$ cat src/rtl/lstm_seq_ctrl.sv
// Timestep sequencer for the LSTM cell: x stream in, recurrent h/c held, h stream out.
// Optional cell watchdog enabled by defining LSTM_SEQ_TIMEOUT_EN.
module lstm_seq_ctrl #(
    parameter int INPUT_SIZE     = 2,
    parameter int HIDDEN_SIZE    = 2,
    parameter int DATA_WIDTH     = 32,
    parameter int MAX_SEQ_LEN    = 256,
    parameter int TIMEOUT_CYCLES = 64,
    localparam int LEN_W         = $clog2(MAX_SEQ_LEN + 1),
    localparam int XW            = INPUT_SIZE * DATA_WIDTH,
    localparam int HW            = HIDDEN_SIZE * DATA_WIDTH
) (
    input  logic             clk,
    input  logic             rst_n,
    input  logic             seq_start,
    input  logic [LEN_W-1:0] seq_len,
    output logic             seq_busy,
    output logic             seq_done,
    input  logic             x_valid,
    output logic             x_ready,
    input  logic [XW-1:0]    x_data,
    output logic             cell_start,
    input  logic             cell_done,
    output logic [XW-1:0]    cell_x,
    output logic [HW-1:0]    cell_h_prev,
    output logic [HW-1:0]    cell_c_prev,
    input  logic [HW-1:0]    cell_h,
    input  logic [HW-1:0]    cell_c,
    output logic             h_valid,
    input  logic             h_ready,
    output logic [HW-1:0]    h_data,
    output logic             h_last
`ifdef LSTM_SEQ_TIMEOUT_EN
    ,
    output logic             cell_timeout
`endif
);

    localparam logic [2:0] S_IDLE      = 3'd0;
    localparam logic [2:0] S_WAIT_X    = 3'd1;
    localparam logic [2:0] S_RUN       = 3'd2;
    localparam logic [2:0] S_WAIT_CELL = 3'd3;
    localparam logic [2:0] S_EMIT      = 3'd4;
    localparam logic [2:0] S_DONE      = 3'd5;

    localparam logic [LEN_W-1:0] LEN_MAX = LEN_W'(MAX_SEQ_LEN);
    localparam logic [LEN_W-1:0] LEN_ONE = LEN_W'(1);

    logic [2:0]       state;
    logic [LEN_W-1:0] len;
    logic [LEN_W-1:0] step_cnt;
    logic [XW-1:0]    x_q;
    logic [HW-1:0]    h_st;
    logic [HW-1:0]    c_st;
    logic [HW-1:0]    h_out;
    logic             last_step;

    assign last_step = (step_cnt == len - LEN_ONE);

`ifdef LSTM_SEQ_TIMEOUT_EN
    localparam int TW = $clog2(TIMEOUT_CYCLES + 1);
    localparam logic [TW-1:0] T_LIM = TW'(TIMEOUT_CYCLES - 1);
    logic [TW-1:0] tcnt;
`endif

    always_ff @(posedge clk or negedge rst_n) begin
        if (!rst_n) begin
            state    <= S_IDLE;
            len      <= '0;
            step_cnt <= '0;
            x_q      <= '0;
            h_st     <= '0;
            c_st     <= '0;
            h_out    <= '0;
`ifdef LSTM_SEQ_TIMEOUT_EN
            tcnt         <= '0;
            cell_timeout <= 1'b0;
`endif
        end else begin
            unique case (state)
                S_IDLE: begin
                    if (seq_start) begin
                        len      <= (seq_len > LEN_MAX) ? LEN_MAX : seq_len;
                        h_st     <= '0;
                        c_st     <= '0;
                        step_cnt <= '0;
`ifdef LSTM_SEQ_TIMEOUT_EN
                        cell_timeout <= 1'b0;
`endif
                        state    <= (seq_len == '0) ? S_DONE : S_WAIT_X;
                    end
                end
                S_WAIT_X: begin
                    if (x_valid) begin
                        x_q   <= x_data;
                        state <= S_RUN;
                    end
                end
                S_RUN: begin
`ifdef LSTM_SEQ_TIMEOUT_EN
                    tcnt  <= '0;
`endif
                    state <= S_WAIT_CELL;
                end
                S_WAIT_CELL: begin
                    if (cell_done) begin
                        h_st  <= cell_h;
                        h_out <= cell_h;
                        c_st  <= cell_c;
                        state <= S_EMIT;
                    end
`ifdef LSTM_SEQ_TIMEOUT_EN
                    else if (tcnt == T_LIM) begin
                        cell_timeout <= 1'b1;
                        state        <= S_DONE;
                    end else begin
                        tcnt <= tcnt + TW'(1);
                    end
`endif
                end
                S_EMIT: begin
                    if (h_ready) begin
                        if (last_step) begin
                            state <= S_DONE;
                        end else begin
                            step_cnt <= step_cnt + LEN_ONE;
                            state    <= S_WAIT_X;
                        end
                    end
                end
                S_DONE: begin
                    step_cnt <= '0;
                    state    <= S_IDLE;
                end
                default: state <= S_IDLE;
            endcase
        end
    end

    // Handshake and status outputs decode straight from state so reset clears them at once.
    assign seq_busy    = (state != S_IDLE);
    assign seq_done    = (state == S_DONE);
    assign x_ready     = (state == S_WAIT_X);
    assign cell_start  = (state == S_RUN);
    assign h_valid     = (state == S_EMIT);
    assign h_last      = h_valid && last_step;
    assign h_data      = h_out;
    assign cell_x      = x_q;
    assign cell_h_prev = h_st;
    assign cell_c_prev = c_st;

endmodule

$ cat config.mk
export PLATFORM = sky130hd
export DESIGN_NAME = lstm_seq_ctrl
export DESIGN_NICKNAME = d
export VERILOG_FILES = /design/src/rtl/lstm_seq_ctrl.sv
export SDC_FILE = /design/constraint.sdc
export NUM_CORES = 1
export LEC_CHECK = 0
export BUFFER_PORTS_ARGS = -buffer_cell sky130_fd_sc_hd__buf_2
export CAP_MARGIN = 40
export CORE_AREA = 5 5 181 183
export CTS_CLUSTER_DIAMETER = 40
export DETAILED_ROUTE_END_ITERATION = 7
export DIE_AREA = 0 0 186 188
export GPL_TIMING_DRIVEN = 0
export PLACE_DENSITY_LB_ADDON = 0.05
export SYNTH_ARGS = -nofsm -noshare
export SYNTH_HDL_FRONTEND = slang
export SYNTH_SLANG_ARGS = --single-unit
$ cat constraint.sdc
create_clock -name clk -period 3.6 [get_ports clk]
set_clock_uncertainty 0.05 [all_clocks]
set_input_delay 0.36 -clock clk [delete_from_list [all_inputs] [get_ports clk]]
set_output_delay 0.36 -clock clk [all_outputs]
set_load 0.01 [all_outputs]
# Word level (Yosys, flattened, before mapping)
# Cells that the tools add are included.
# W data, S select, Z words.
[word_totals]
inputBits = 207
elab_cells = 50
reg_bits = 277
out_inout_bits = 262
[classes]
addsub = 2
n_reduce_logical = 12
order_cmp = 1
n_mux = 17
n_eq_ne = 11
[ops]
columns = ["cell", "n"]
rows = [
  ["$pmux W64 S2", 2],
  ["$mux W64", 3],
  ["$mux W9", 4],
  ["$pmux W9 S3", 1],
  ["$mux W3", 6],
  ["$pmux W3 S5", 1],
  ["$add A9 B1 Y9 const B", 1],
  ["$eq A9 B9 Y1", 1],
  ["$gt A9 B9 Y1 const B", 1],
  ["$logic_not A9 Y1", 1],
  ["$sub A9 B1 Y9 const B", 1],
  ["$ne A2 B2 Y1 const B", 4],
  ["$reduce_and A4 Y1", 2],
  ["$eq A3 B2 Y1 const B", 2],
  ["$eq A3 B3 Y1 const B", 2],
  ["$reduce_and A2 Y1", 3],
  ["$reduce_bool A3 Y1", 2],
  ["$eq A3 B1 Y1 const B", 1],
  ["$logic_not A3 Y1", 1],
  ["$reduce_and A3 Y1", 1],
  ["$ne A2 B1 Y1 const B", 1],
  ["$reduce_bool A2 Y1", 1],
  ["$logic_and A1 B1 Y1", 1],
]

# Longest topological paths before layout
[depth]
word_depth = 5
ltp_mapped = 9
depth_no_buf = 8

# Worst setup path before layout
# No wires, ideal clock.
[synth_path]
kind = "flip-flop to flip-flop"
startpoint = "reg len[0]"
endpoint = "reg step_cnt[0]"
period_less_slack_ns = 2.852
path_stages_with_launch = 8
path_buffers = 1
arrival_ns = 2.677
slack_ns = 0.748
required_ns = 3.425
setup_ns = 0.125
path_cell_list = "dfrtp_1 > or4_4 > o21a_1 > or4_1 > a221o_1 > buf_6 > o21ai_4 > mux2_4"
[synth_between]
elab_chain_len = 4
[synth_rtl]
columns = ["item", "line", "text"]
rows = [
  ["from (decl)", "50", "logic [LEN_W-1:0] len;"],
  ["from (signal assigned)", "83", "len <= (seq_len > LEN_MAX) ? LEN_MAX : seq_len;"],
  ["$sub A9 B1 Y9", "58", "assign last_step = (step_cnt == len - LEN_ONE);"],
  ["$eq A9 B9 Y1", "58", ""],
  ["$ne A2 B2 Y1 (no line)", "-", ""],
  ["$reduce_and A4 Y1 (no line)", "-", ""],
  ["to (signal assigned)", "126", "step_cnt <= step_cnt + LEN_ONE;"],
  ["to (decl)", "51", "logic [LEN_W-1:0] step_cnt;"],
]
# Every way passes these cells.
# A chain may end at the register's enable or synchronous reset.

# Worst setup path in the final report
[layout_path]
startpoint = "reg len[0]"
endpoint = "out h_last"
[layout_between]
elab_chain_len = 3
[layout_rtl]
columns = ["item", "line", "text"]
rows = [
  ["$sub A9 B1 Y9", "58", ""],
  ["$eq A9 B9 Y1", "58", ""],
  ["$logic_and A1 B1 Y1", "146", "assign h_last = h_valid && last_step;"],
  ["to (decl)", "32", "output logic h_last"],
]
# Every way passes these cells.

==> impl_metrics.py <==
metrics = {
    "status": {
        "outcome": "finished clean",
    },
    "clock_tree": {
        "cts_buffer_depth": 3,
        "numCtsBuffers": 45,
        "cts_htree_levels": 2,
        "cts_tree": "yes",
        "clock_sinks": 277,
        "clock_tree.root_cell": "clkbuf_16",
        "clk_pin_slew_ps": 50,
        "clk_latency_ps": 520,
        "post-cts-setup-buffers": 0,
    },
    "setup_path": {
        "max_stage_delay_ps": 560,
        "crit_buf_inv": 2,
        "cp_max_fo": 9,
        "path_delay_family": "simple AND/OR/NAND/NOR gates",
        "required_ps": 3190,
        "cp-end-kind": "primary output",
        "cp.arrival_ps": 3080,
        "crit_path_start_kind": "flip-flop",
        "crit_path_top_delay_cell": "or4_4",
        "path_cells": "or4_4, o21a_1, or4_1, a221o_1, buf_6, nor2_2, buf_2",
        "worstSetupPathType": "reg -> out",
    },
    "pwr": {
        "finalPower_w": 0.01533,
        "pwr-share-clk": 0.289,
        "leakagePower_nw": 8.008,
        "seqPwrFrac": 0.345,
        "swShare": 0.3559,
        "p_int_w": 0.009872,
        "power_density_mw_per_mm2": 955.5,
        "switchingPower_w": 0.005456,
        "vdd.ir_drop.worst_v": 0.0004933,
        "p_comb_frac": 0.366,
    },
    "floorplanning": {
        "die_height_microns": 188,
        "dieArea_sq_mm": 0.03497,
        "core_sq_mm": 0.03107,
        "fp.dieW_microns": 186,
        "start_util": 0.3501,
        "io_pins": 469,
        "row_count": 65,
    },
    "place": {
        "dp_hpwl_mm": 27.23,
        "gp_congestion": 0.7866,
        "placed_cell_area_sq_mm": 0.01380,
        "dp.cells": 1734,
        "portBuffers": 467,
    },
    "drt": {
        "drc": 0,
        "drtIter0Drc": 297,
        "ant_nets": 0,
        "first_pass_iters": 4,
        "route.met2.wl_mm": 17.92,
        "route.met3.wl_mm": 3.603,
        "wirelength_mm": 36.35,
        "vias": 8964,
        "vias_per_cell": 4.755,
        "wire_per_inst_microns": 19.28,
        "top_layer_used": "met5",
        "wirelength_met1_mm": 14.06,
    },
    "synthesis": {
        "synth_top_area_frac": 0.6374,
        "async_reset_ff_frac": 1.000,
        "ys_seq_elements": 277,
        "synth_area_sq_mm": 0.01088,
        "synth-edff-count": 0,
        "yosysWarnings": 0,
        "synth_nets": 1070,
        "synthFlopType": "dfrtp_1",
        "synth_largest_area_cell": "dfrtp_1",
        "synth_cells": 861,
        "yosysSeqAreaShare": 0.6374,
        "synthTopCellsByArea": "dfrtp_1, mux2_2, a22o_1",
        "netlist-cell-type-count": 44,
        "avgSynthCellArea_sq_um": 12.63,
    },
    "global_routing": {
        "grt_pass1_wl_mm": 55.83,
        "antenna_found_initial": 5,
        "grt_overflow_total": 0,
        "grt_pass1_vias": 9594,
        "grt_use_total": 0.2017,
        "grt_max_degree": 116,
    },
    "layout": {
        "area_growth_pct": 47.50,
        "seq_area_sq_mm": 0.006933,
        "finish.utilization": 0.5164,
        "multi_input_area_sq_mm": 0.003704,
        "finalNetCount": 1654,
        "fin_area_sq_mm": 0.01604,
        "fillers": 2828,
        "drive_above_1_share": 0.4646,
        "stdcell_count": 1885,
    },
    "timing": {
        "period_needed_ps": 3491,
        "hold_viol_final": 0,
        "slew_viol_final": 0,
        "maxSlewHeadroom": 0.5041,
        "rsz0062_at_grt": "no",
        "min_period_over_period": 0.9698,
        "fmax_mhz": 286.4,
        "worstMarginPinSlew_ps": 743.8,
        "fin_tns_setup_ps": 0,
        "setup_viol": 0,
    },
    "min_path": {
        "hold_class": "in -> reg",
    },
    "flow_run": {
        "drv_cap": 0,
    },
}
-- worst reg2reg max path, delay by kind of cell, from the launching register on --
| kind | cells | cell delay [ps] |
|---|---|---|
| flops | 1 | 440 |
| simple gates | 2 | 1070 |
| compound gates | 3 | 880 |
| buf+inv | 1 | 150 |
| mux | 1 | 330 |
-- cell usage after synthesis, types with 3 or more instances --
cell,instances
a21oi_1,5
a22o_1,65
and3_1,6
clkbuf_1,53
dfrtp_1,277
inv_1,6
mux2_2,129
nand2_1,148
nand2b_1,16
nand3_1,4
nand3b_1,5
nor2_1,10
nor2b_1,3
nor3_1,3
o21ai_0,77
o221ai_1,6
o2bb2ai_1,7
xnor2_1,3
xor2_1,6
-- cells in the final DEF (no fill, tap or decap), types with 3 or more instances in the layout --
| master | n |
|---|---|
| buf_2 | 467 |
| dfrtp_1 | 276 |
| nand2_1 | 148 |
| mux2_2 | 129 |
| o21ai_0 | 77 |
| dlygate4sd3_1 | 66 |
| a22o_1 | 65 |
| clkbuf_1 | 58 |
| clkbuf_16 | 47 |
| nand2b_1 | 16 |
| nor2_1 | 9 |
| inv_6 | 9 |
| o2bb2ai_1 | 7 |
| inv_1 | 6 |
| xor2_1 | 6 |
| and3_1 | 6 |
| o221ai_1 | 6 |
| clkbuf_8 | 6 |
| nand3b_1 | 5 |
| a21oi_1 | 5 |
| nand3_1 | 4 |
| clkinv_2 | 4 |
| bufinv_16 | 4 |
| clkinvlp_4 | 4 |
| nor3_1 | 3 |
| xnor2_1 | 3 |
| nor2b_1 | 3 |
-- final timing paths --
kind	from	cells after the start	slack, ps	endpoint
min in group asynchronous	rst_n	2	320	cell_c_prev[16]
setup reg to reg	len[0]	7	570	step_cnt[0]
max in group asynchronous	rst_n	4	1720	cell_h_prev[46]
hold reg to reg	cell_c_prev[32]	2	420	cell_c_prev[32]
hold / removal	x_data[37]	2	20	cell_x[37]
setup / recovery	len[0]	7	110	h_last
-- cell families after synthesis --
logic type	count (synthesis)	synth area share
xor+xnor	9	0.007248
mux	131	0.1359
buf+inv	63	0.02289
fa+ha+maj	2	0.002301
flops	277	0.6374
compound gates	172	0.1107
simple gates	207	0.08364
-- registers in the layout, indices dropped and copies added (netlist names) --
name / flops
cell_c_prev: 64
cell_h_prev: 64
cell_x: 64
h_data: 64
len: 9
step_cnt: 9
state: 3
-- layer usage --
metal / global-route usage / up-vias
li1: - / 4220
met1: 0.2407 / 4363
met2: 0.3436 / 321
met3: 0.07662 / 54
met4: 0.04933 / 6
met5: 0 / -
-- power by group through the flow --
| stage | Sequential [W] | Clock, W | Combinational [W] |
|---|---|---|---|
| final | 0.00529 | 0.00442 | 0.00562 |
| after global routing | 0.00547 | 0.00469 | 0.00615 |
| after CTS | 0.00528 | 0.00454 | 0.00573 |
| after detailed placement | 0.00530 | 0 | 0.00567 |
| after global placement | 0.00528 | 0 | 0.00560 |
| after floorplan | 0.00592 | 0 | 0.00241 |
-- repair_timing --
action	in CTS	in global routing
gates resized for setup	2	1
hold endpoints to repair	131	1
hold buffers	65	1
setup endpoints to repair	1	1
-- metrics by stage --
stage | worst slack, ps | hold WS [ps]
3_5_place_dp | 506.8 | 303.0
2_1_floorplan | 748.2 | 14.41
4_1_cts | 52.80 | 0.2341
5_1_grt | 15.91 | 0.7158
6_report | 108.7 | 19.30
3_3_place_gp | -3431 | 407.9
-- cell type report --
class | instances | area share
diodes | 2 | 0.0003120
plain buffers | 57 | 0.01412
clock buffers | 58 | 0.07964
clock inverters | 25 | 0.01802
inverters | 6 | 0.001404
multi-input cells | 521 | 0.2309
flip-flops and latches | 277 | 0.4322
well taps | 402 | 0.03135
repair buffers | 537 | 0.1921
No activity file was read; power rests on OpenSTA's default activity.
